[src/rtl/merge_pkg.sv]
// Shared constants, state type and line padding helper for the merger-tree
// write-back path (tuple-to-line packer and its output register).
package merge_pkg;
  localparam int DATA_WIDTH     = 32;
  localparam int P              = 4;
  localparam int LINE_WIDTH     = 512;
  localparam int BEAT_WIDTH     = P * DATA_WIDTH;
  localparam int BEATS          = LINE_WIDTH / BEAT_WIDTH;
  localparam int BEAT_CNT_W     = $clog2(BEATS);
  localparam int WORDS_PER_LINE = LINE_WIDTH / DATA_WIDTH;
  localparam int BURST_SIZE     = 16;
  localparam int ADDR_WIDTH     = 32;

  typedef enum logic [1:0] {IDLE, RUN, FLUSH, DONE} state_t;

  // Replace every record belonging to a beat at or above 'filled' with 'pad'.
  function automatic logic [LINE_WIDTH-1:0] pad_line(
    input logic [LINE_WIDTH-1:0] line,
    input logic [BEAT_CNT_W-1:0] filled,
    input logic [DATA_WIDTH-1:0] pad
  );
    logic [LINE_WIDTH-1:0] res;
    res = line;
    for (int w = 0; w < WORDS_PER_LINE; w++) begin
      if ((w / P) >= int'(filled)) res[w*DATA_WIDTH +: DATA_WIDTH] = pad;
    end
    return res;
  endfunction
endpackage

[src/rtl/merge_out_line_reg.sv]
// Output holding register for packed lines: valid/ready toward the memory
// write engine plus address, burst-first and last-line sideband.
module merge_out_line_reg
  import merge_pkg::*;
(
  input  logic                  clk,
  input  logic                  rst_n,
  input  logic                  load,
  input  logic [LINE_WIDTH-1:0] load_line,
  input  logic [ADDR_WIDTH-1:0] load_addr,
  input  logic                  load_first,
  input  logic                  load_last,
  input  logic                  set_last,
  input  logic                  line_ready,
  output logic [LINE_WIDTH-1:0] line,
  output logic [ADDR_WIDTH-1:0] addr,
  output logic                  line_valid,
  output logic                  burst_first,
  output logic                  line_last,
  output logic                  free,
  output logic                  handshake
);

  logic last_q;

  always_ff @(posedge clk or negedge rst_n) begin
    if (!rst_n) begin
      line        <= '0;
      addr        <= '0;
      line_valid  <= 1'b0;
      burst_first <= 1'b0;
      last_q      <= 1'b0;
    end else if (load) begin
      line        <= load_line;
      addr        <= load_addr;
      line_valid  <= 1'b1;
      burst_first <= load_first;
      last_q      <= load_last;
    end else if (handshake) begin
      line_valid  <= 1'b0;
      burst_first <= 1'b0;
      last_q      <= 1'b0;
    end else if (set_last) begin
      last_q      <= 1'b1;
    end
  end

  // A flush landing on a held line marks it last even if it leaves this cycle.
  assign line_last = last_q | (set_last & line_valid);
  assign free      = ~line_valid | line_ready;
  assign handshake = line_valid & line_ready;

endmodule

[src/rtl/merge_out_line_packer.sv]
// Packs P-record merger-tree tuples into 512-bit memory lines with word
// addresses, burst markers and end-of-stream padding.
// Optional in-order checker enabled by defining MERGE_OUT_ORDER_CHECK_EN.
module merge_out_line_packer
  import merge_pkg::*;
#(
  parameter logic [DATA_WIDTH-1:0] PAD_WORD = 32'h0
) (
  input  logic                    i_clk,
  input  logic                    i_rst_n,
  input  logic                    i_start,
  input  logic [ADDR_WIDTH-1:0]   i_base_addr,
  input  logic [BEAT_WIDTH-1:0]   i_data,
  input  logic                    i_valid,
  output logic                    o_ready,
  input  logic                    i_flush,
  output logic [LINE_WIDTH-1:0]   o_line,
  output logic [ADDR_WIDTH-1:0]   o_addr,
  output logic                    o_line_valid,
  input  logic                    i_line_ready,
  output logic                    o_burst_first,
  output logic                    o_line_last,
  output logic                    o_done,
  output logic [31:0]             o_line_count
`ifdef MERGE_OUT_ORDER_CHECK_EN
  ,
  output logic                    o_order_err
`endif
);

  state_t                  state, state_nx;
  logic [BEAT_CNT_W-1:0]   beat_cnt_p0;
  logic [LINE_WIDTH-1:0]   acc_p0;
  logic [ADDR_WIDTH-1:0]   base_addr;
  logic [31:0]             line_idx;
  logic [31:0]             line_count;

  logic                    vld_p1, free_p1, hs_p1, last_p1;
  logic                    start_ok, accept, last_beat;
  logic                    ld, ld_last, set_last;
  logic                    ld_first;
  logic [LINE_WIDTH-1:0]   ld_line, full_line;
  logic [ADDR_WIDTH-1:0]   ld_addr;

  assign start_ok  = i_start & ((state == IDLE) | (state == DONE));
  // The only beat that can stall is the one that must move into the output register.
  assign o_ready   = (state == RUN) &
                     ((beat_cnt_p0 != BEAT_CNT_W'(BEATS-1)) | free_p1);
  assign accept    = i_valid & o_ready;
  assign last_beat = accept & (beat_cnt_p0 == BEAT_CNT_W'(BEATS-1));
  assign full_line = {i_data, acc_p0[LINE_WIDTH-BEAT_WIDTH-1:0]};
  assign ld_addr   = base_addr + ADDR_WIDTH'(line_idx) * ADDR_WIDTH'(WORDS_PER_LINE);
  assign ld_first  = (line_idx % 32'(BURST_SIZE)) == 32'd0;

  always_comb begin
    state_nx = state;
    ld       = 1'b0;
    ld_line  = full_line;
    ld_last  = 1'b0;
    set_last = 1'b0;
    case (state)
      IDLE: if (i_start) state_nx = RUN;
      RUN: begin
        if (last_beat) ld = 1'b1;
        if (i_flush) begin
          if (last_beat) begin
            ld_last  = 1'b1;
            state_nx = FLUSH;
          end else if (accept || (beat_cnt_p0 != '0)) begin
            state_nx = FLUSH;
          end else if (vld_p1) begin
            set_last = 1'b1;
            state_nx = i_line_ready ? DONE : FLUSH;
          end else begin
            state_nx = DONE;
          end
        end
      end
      FLUSH: begin
        if ((beat_cnt_p0 != '0) && free_p1) begin
          ld      = 1'b1;
          ld_line = pad_line(acc_p0, beat_cnt_p0, PAD_WORD);
          ld_last = 1'b1;
        end
        if (hs_p1 && last_p1) state_nx = DONE;
      end
      DONE: if (i_start) state_nx = RUN;
      default: state_nx = IDLE;
    endcase
  end

  // ---- stage p0: accumulator and line bookkeeping ----
  always_ff @(posedge i_clk or negedge i_rst_n) begin
    if (!i_rst_n) begin
      state       <= IDLE;
      beat_cnt_p0 <= '0;
      acc_p0      <= '0;
      base_addr   <= '0;
      line_idx    <= '0;
      line_count  <= '0;
    end else begin
      state <= state_nx;
      if (start_ok) begin
        base_addr   <= i_base_addr;
        beat_cnt_p0 <= '0;
        line_idx    <= '0;
        line_count  <= '0;
      end else begin
        if (accept) begin
          acc_p0[beat_cnt_p0*BEAT_WIDTH +: BEAT_WIDTH] <= i_data;
          beat_cnt_p0 <= last_beat ? '0 : beat_cnt_p0 + 1'b1;
        end else if (ld) begin
          beat_cnt_p0 <= '0;
        end
        if (ld)    line_idx   <= line_idx + 32'd1;
        if (hs_p1) line_count <= line_count + 32'd1;
      end
    end
  end

  // ---- stage p1: output holding register ----
  merge_out_line_reg u_line_reg (
    .clk         (i_clk),
    .rst_n       (i_rst_n),
    .load        (ld),
    .load_line   (ld_line),
    .load_addr   (ld_addr),
    .load_first  (ld_first),
    .load_last   (ld_last),
    .set_last    (set_last),
    .line_ready  (i_line_ready),
    .line        (o_line),
    .addr        (o_addr),
    .line_valid  (vld_p1),
    .burst_first (o_burst_first),
    .line_last   (last_p1),
    .free        (free_p1),
    .handshake   (hs_p1)
  );

  assign o_line_valid = vld_p1;
  assign o_line_last  = last_p1;
  assign o_done       = (state == DONE);
  assign o_line_count = line_count;

`ifdef MERGE_OUT_ORDER_CHECK_EN
  logic [DATA_WIDTH-1:0] prev_rec;
  logic                  have_prev;
  logic                  order_bad;
  logic [DATA_WIDTH-1:0] cmp_rec;
  logic [DATA_WIDTH-1:0] cur_rec;
  logic                  cmp_ok;

  // Walk the beat in record order, chaining from the last record seen before it.
  always_comb begin
    order_bad = 1'b0;
    cmp_rec   = prev_rec;
    cmp_ok    = have_prev;
    cur_rec   = '0;
    for (int r = 0; r < P; r++) begin
      cur_rec = i_data[r*DATA_WIDTH +: DATA_WIDTH];
      if (cmp_ok && (cur_rec < cmp_rec)) order_bad = 1'b1;
      cmp_rec = cur_rec;
      cmp_ok  = 1'b1;
    end
  end

  always_ff @(posedge i_clk or negedge i_rst_n) begin
    if (!i_rst_n) begin
      prev_rec    <= '0;
      have_prev   <= 1'b0;
      o_order_err <= 1'b0;
    end else if (start_ok) begin
      have_prev   <= 1'b0;
      o_order_err <= 1'b0;
    end else if (accept) begin
      prev_rec  <= i_data[BEAT_WIDTH-1 -: DATA_WIDTH];
      have_prev <= 1'b1;
      if (order_bad) o_order_err <= 1'b1;
    end
  end
`endif

endmodule
[config.mk]
export PLATFORM = sky130hd
export DESIGN_NAME = merge_out_line_packer
export DESIGN_NICKNAME = d
export VERILOG_FILES = /design/src/rtl/merge_pkg.sv /design/src/rtl/merge_out_line_reg.sv /design/src/rtl/merge_out_line_packer.sv
export SDC_FILE = /design/constraint.sdc
export NUM_CORES = 2
export LEC_CHECK = 0
export CORE_MARGIN = 8
export CORE_UTILIZATION = 30
export CTS_CLUSTER_SIZE = 14
export DETAILED_ROUTE_END_ITERATION = 10
export SYNTH_ARGS = -nofsm -noshare
export SYNTH_HDL_FRONTEND = slang
export SYNTH_HIERARCHICAL = 1
export SYNTH_SLANG_ARGS = --single-unit
[constraint.sdc]
create_clock -name i_clk -period 2.7 [get_ports i_clk]
set_input_delay 0.54 -clock i_clk [delete_from_list [all_inputs] [get_ports i_clk]]
set_output_delay 0.54 -clock i_clk [all_outputs]
set_load 0.02 [all_outputs]
### Yosys cells after proc, flatten, opt, wreduce, memory -nomap -nowiden

Index checks and enable logic that the tools add are counted.

| cells by class | value |
|---|---|
| reductions and logical operators | 14 |
| equal/unequal tests | 8 |
| multiplexer cells | 47 |
| shift-type cells | 2 |
| $add $sub $neg | 5 |
| bitwise operators | 12 |
| order comparisons | 3 |

Operator list:

| cell | number |
|---|---|
| two-way mux 512 bit | 2 |
| bitwise mux 512 bit | 1 |
| two-way mux 32 bit | 16 |
| variable shift 128 x 34 -> 512 bit (first input constant) | 1 |
| indexed part select 128 x 34 -> 512 bit | 1 |
| adder 32 x 1 -> 32 bit (second input constant) | 2 |
| negator 9 -> 34 bit | 1 |
| adder 32 bit | 1 |
| zero test 32 bit | 1 |
| two-way mux 1 bit | 18 |
| two-way mux 2 bit | 7 |
| nonzero test 2 bit | 4 |
| AND 1 bit | 6 |
| == test 2 bit (second input constant) | 3 |
| != test 2 bit (second input constant) | 3 |
| case mux 2 bit (3 select lines) | 1 |
| nonzero test 3 bit | 2 |
| >= comparator 1 x 2 -> 1 bit (first input constant) | 2 |
| OR 1 bit | 4 |
| case mux 1 bit (2 select lines) | 2 |
| AND reduction 3 bit | 1 |
| adder 2 x 1 -> 2 bit (second input constant) | 1 |
| == test 2 x 1 -> 1 bit (second input constant) | 1 |
| >= comparator 2 bit (first input constant) | 1 |
| 7 further kinds | 9 |

| word-level totals | value |
|---|---|
| logic and storage cells | 102 |
| register bits | 1159 |
| output and inout port bits | 581 |
| input bits | 166 |

### Longest topological paths before layout

| logic depth | value |
|---|---|
| depth after elaboration | 15 |
| gate-level depth with buffers | 12 |
| depth with buffers taken out | 11 |

### Cells and area by module

The synthesis kept the hierarchy.

By module, submodules not included:

| module | area each (µm²) | sequential area each (µm²) | instances | cells an instance |
|---|---|---|---|---|
| merge_out_line_packer | 23885.4 | 12011.5 | 1 | 2904 |
| merge_out_line_reg | 20538.4 | 13688.1 | 1 | 1162 |

### Worst setup path after synthesis

No wires, ideal clock.

| path | value |
|---|---|
| kind | register -> register |
| from | reg line_idx[0] |
| to | reg u_line_reg.addr[30] |
| path buffers | 0 |
| setup time | 125 ps |
| period minus slack after synthesis | 2555 ps |
| stages on the path, launching flop included | 12 |
| slack | 145 ps |
| arrival | 2431 ps |
| required time | 2575 ps |
| path through | dfrtp_1 -> ha_1 -> inv_1 -> fa_1 -> nor2b_1 -> o31a_1 -> nor4b_1 -> o21ai_2 -> a31oi_1 -> o41ai_2 -> xor2_1 -> mux2_2 |

| between the ends | value |
|---|---|
| longest elaborated chain between the ends | 1 |

Ends and longest elaborated chain:

| what | RTL line | text |
|---|---|---|
| from (decl) | merge_out_line_packer.sv:35 | `logic [31:0] line_idx;` |
| from (signal assigned) | merge_out_line_packer.sv:115 | `if (ld) line_idx <= line_idx + 32'd1;` |
| adder 32 bit | merge_out_line_packer.sv:52 | `assign ld_addr = base_addr + ADDR_WIDTH'(line_idx) * ADDR_WIDTH'(WORDS_PER_LINE);` |
| named net ld_addr[30] | merge_out_line_packer.sv:43 | `logic [ADDR_WIDTH-1:0] ld_addr;` |
| to (signal assigned) | merge_out_line_reg.sv:35 | `addr <= load_addr;` |
| to (decl) | merge_out_line_reg.sv:16 | `output logic [ADDR_WIDTH-1:0] addr,` |

The timed path passes the listed nets, and every way through them passes these cells.
A chain may end at the register's enable or synchronous reset.

### Final worst setup path

| path | value |
|---|---|
| from | reg state[1] |
| to | out o_line_last |

| between the ends | value |
|---|---|
| longest elaborated chain between the ends | 10 |
| elaborated cells on any way between the ends | 11 |
| those cells by class | 1 x eq/ne; 4 x mux; 5 x bitwise; 1 x reduce/logical |

Ends and longest elaborated chain:

| what | RTL line | text |
|---|---|---|
| from (decl) | merge_out_line_packer.sv:31 | `state_t state, state_nx;` |
| from (signal assigned) | merge_out_line_packer.sv:102 | `state <= state_nx;` |
| == test 2 x 1 -> 1 bit * | merge_out_line_packer.sv:47, merge_out_line_packer.sv:61 |  |
| AND 1 bit | merge_out_line_packer.sv:47 | `assign o_ready = (state == RUN) &` |
| AND 1 bit | merge_out_line_packer.sv:49 | `assign accept = i_valid & o_ready;` |
| logical OR 1 bit | merge_out_line_packer.sv:69 | `end else if (accept \|\| (beat_cnt_p0 != '0)) begin` |
| two-way mux 1 bit | merge_out_line_packer.sv:69 |  |
| two-way mux 1 bit | merge_out_line_packer.sv:66 | `if (last_beat) begin` |
| two-way mux 1 bit | merge_out_line_packer.sv:65 | `if (i_flush) begin` |
| two-way mux 1 bit * | merge_out_line_packer.sv:61 | `case (state)` |
| named net set_last | merge_out_line_packer.sv:40 | `logic ld, ld_last, set_last;` |
| AND 1 bit * | merge_out_line_reg.sv:49 | `assign line_last = last_q \| (set_last & line_valid);` |
| OR 1 bit * | merge_out_line_reg.sv:49 |  |
| to (decl) | merge_out_line_packer.sv:22 | `output logic o_line_last,` |

Mark *: on every way through the listed nets, which the timed path passes. The rest lies on a longest branch.

==> metrics.txt <==
critical path's top delay family compound AO/OA/AOI/OAI gates; Fin Clk Skew between 0.02 and 0.03 ns; Worst-path clk slew ~0.060 ns; H-tree levels 3; Layout fillers between 10000 and 15000; share of the yosys chip area belonging to registers 0.5785; die area between 0.15 and 0.2 mm^2; Hold Path Class input pin to flip-flop; Final WS setup roughly 0.054 ns; multi-input combinational cell area between 0.015 and 0.02 mm^2; DP Cell Count between 6000 and 7000; Ys Warns 6; Synth async-reset ratio 1.000; I/O Buffers 746; slowest stage delay, CP a little under 0.4 ns; Lkg Pwr roughly 26 nW; crit path kind flip-flop to output port; cell breakdown of the critical path inv_2, ha_4, a21boi_4, nand2_2, nand2_2, nor2_2, a21o_1, buf_12; CP Data Arrival Time about 2.1 ns; gr ovfl total 0; Primary FF master, synth dfrtp_1; vias in the first global route about 33000; Setup violations, final 0; Chip Height 400.8 um; routed via count about 31000; #FFs+latches synth 1027; Unique masters post-synth 60; maximum fanout along the worst path 4; share of layout cells above drive strength 1 0.2040; clk root buf clkbuf_16; crit path buf inv count 2; Netlist Area Pre-Place ~0.044 mm^2; top post-synthesis cells by area dfrtp_1, mux2_2, nand2_1, o21ai_0, and2_1; CTS tree yes; ANT nets after route 0; RSZ-0062 raised after global routing yes; register area about 0.026 mm^2; min Tclk post-route approximately 2.6 ns; final hold viol count 0; drt pass-1 iters 5; initial antenna violation count 5; die span in x 400.8 um; dpl ws -0.1319 ns; DRT Wirelength between 100000 and 150000 um; Slew Limit Fails 0; Worst Path Required ~2.2 ns; Routed WL per cell roughly 21 um; maximum buffer depth of the clock tree 3; Area growth, synth to finish 32.23%; top cell type's share of synthesized area 0.5785; Core Footprint ~0.15 mm^2; DR vias/cell about 4.6; PD cells about 940 mW/mm^2; largest net degree at the start of global routing approximately 100; GRT Resource Usage Total 0.1725; Num CTS Buffers approximately 110; slowest CP cell dfrtp_1; most frequent cell after synthesis dfrtp_1; cell repeated most along the worst path nand2_2; half-perimeter wire length after placement 101700 um; Post-Syn Instances slightly above 4000; first-pass GRT wire length 215600 um; initial drt markers between 1500 and 2000; status finished clean; Post-synth EDFFs 0; VDD IR max ~0.00085 V; fmax between 300 and 400 MHz; Slew HR 0.5169; Least-Margin Pin Slew a little over 0.7 ns; CTS sink count about 1000; final period utilization 0.9800; fin nets just under 5000; Top Ports ~750; Crit. End Element output port; GP Congestion 0.8532; Worst R2R Setup Slack 0.08 ns; Initial Util 0.3016; syn_nets about 4300; max cap viols 0; synth cell count leaders dfrtp_1, nand2_1, mux2_2, o21ai_0, clkbuf_1; Startpoint Class flip-flop; standard-cell rows ~140; drt drc 0; Mean Syn Cell Area roughly 11 um^2; Synth area leader dfrtp_1; Worst-Skew Late Latency slightly above 0.7 ns; Final Instance Count excl. Fillers 6788
-- power breakdown --
| group | leakage, nW | switching [mW] | total [mW] | internal (mW) |
|---|---|---|---|---|
| Combinational | 10.7 | 10.6 | 19.1 | 8.41 |
| Clock | 1.85 | 6.47 | 15.7 | 9.20 |
| Sequential | 13.9 | 1.90 | 20.7 | 18.8 |
-- state kept, by name, indices dropped and copies added (netlist names) --
register,count
u_line_reg/line,512
acc_p0,384
base_addr,32
o_line_count,32
u_line_reg/addr,32
line_idx,28
beat_cnt_p0,2
state,2
u_line_reg/burst_first,1
u_line_reg/last_q,1
u_line_reg/line_valid,1
-- worst reg2reg max path, cell delays in order (launching register included) --
cell and delay [ns]:
dfrtp_1 0.38, ha_2 0.20, inv_2 0.05, fa_2 0.19, nor2b_1 0.05, o31a_1 0.26
buf_6 0.13, o211ai_1 0.31, a211oi_2 0.12, buf_4 0.16, o21a_1 0.17, nor2_2 0.12
xnor2_2 0.09, mux2_4 0.27
-- final timing paths --
| path | startpoint | endpoint | cells after the start |
|---|---|---|---|
| worst max-delay path | state[1] | o_line_last | 8 |
| worst min-delay path | i_base_addr[26] | base_addr[26] | 3 |
| worst max register to register | base_addr[4] | u_line_reg/addr[24] | 13 |
| worst min register to register | acc_p0[149] | acc_p0[149] | 2 |
| max in group asynchronous | i_rst_n | base_addr[2] | 3 |
| min in group asynchronous | i_rst_n | u_line_reg/line[22] | 2 |
-- timing repair --
| action | CTS | global route |
|---|---|---|
| setup endpoints to repair | 5 | 12 |
| hold endpoints to repair | 9 | 0 |
| pin swaps | 5 | 5 |
| hold buffers | 1 | 0 |
| resized for setup | 16 | 29 |
| buffers inserted | 9 | 6 |
-- logic make-up after synthesis --
| kind of cell | Yosys count | share of synthesized area |
|---|---|---|
| simple gates | 1483 | 0.1542 |
| buf+inv | 401 | 0.04444 |
| fa+ha+maj | 40 | 0.01144 |
| compound gates | 496 | 0.05870 |
| mux | 546 | 0.1383 |
| flops | 1027 | 0.5785 |
| xor+xnor | 73 | 0.01439 |
-- cells in the final DEF, fill, tap and decap left out, types with 4 or more instances in the layout --
master	instances
dfrtp_1	1023
nand2_1	912
clkdlybuf4s50_1	738
mux2_2	543
o21ai_0	415
and2_1	259
buf_4	156
nor2b_1	132
clkbuf_16	113
nor2_1	70
buf_12	58
xor2_1	48
a21oi_1	37
ha_1	34
nand3_1	30
clkbuf_1	29
xnor2_1	24
clkbuf_8	23
clkinv_2	21
inv_1	18
nand4_1	17
bufinv_16	9
and4_1	8
and3_1	8
nor3_1	7
o211ai_1	6
or3_1	6
inv_2	5
o21ai_1	5
inv_6	5
diode_2	4
o21a_1	4
o21bai_1	4
ha_4	4
dfrtp_2	4
-- per-stage QoR --
stage | hold WS (ns) | power [mW] | TNS [ns] | utilization | cell area [um^2]
2_1_floorplan | 0.2444 | 31.07 | 0 | - | 44420
3_3_place_gp | 0.4524 | 39.78 | -0.1663 | 0.3714 | 54710
3_5_place_dp | 0.4615 | 40.12 | -0.9965 | 0.3714 | 54710
4_1_cts | 0.2520 | 56.18 | -0.05578 | 0.3976 | 58570
5_1_grt | 0.3132 | 58.43 | -0.1168 | 0.3987 | 58730
6_report | 0.3586 | 55.45 | 0 | 0.3988 | 58740
-- layout make-up --
class	instances	area share
Clock buffer	165	0.05538
Clock inverter	41	0.008691
Tap cell	1930	0.04111
Antenna cell	4	0.0001704
Multi-Input combinational cell	2638	0.2886
Sequential cell	1027	0.4376
Inverter	23	0.001470
Timing Repair Buffer	960	0.1670
-- layer usage --
layer / track usage / vias up / part of all wire
met3: 0.05270 / 161 / 0.071
met1: 0.2206 / 15714 / 0.43
met2: 0.2847 / 739 / 0.48
met4: 0.04481 / 2 / 0.021
met5: 0 / - / 0.000077
li1: - / 14714 / -
Note: power is estimated with default switching activity, not from simulation.
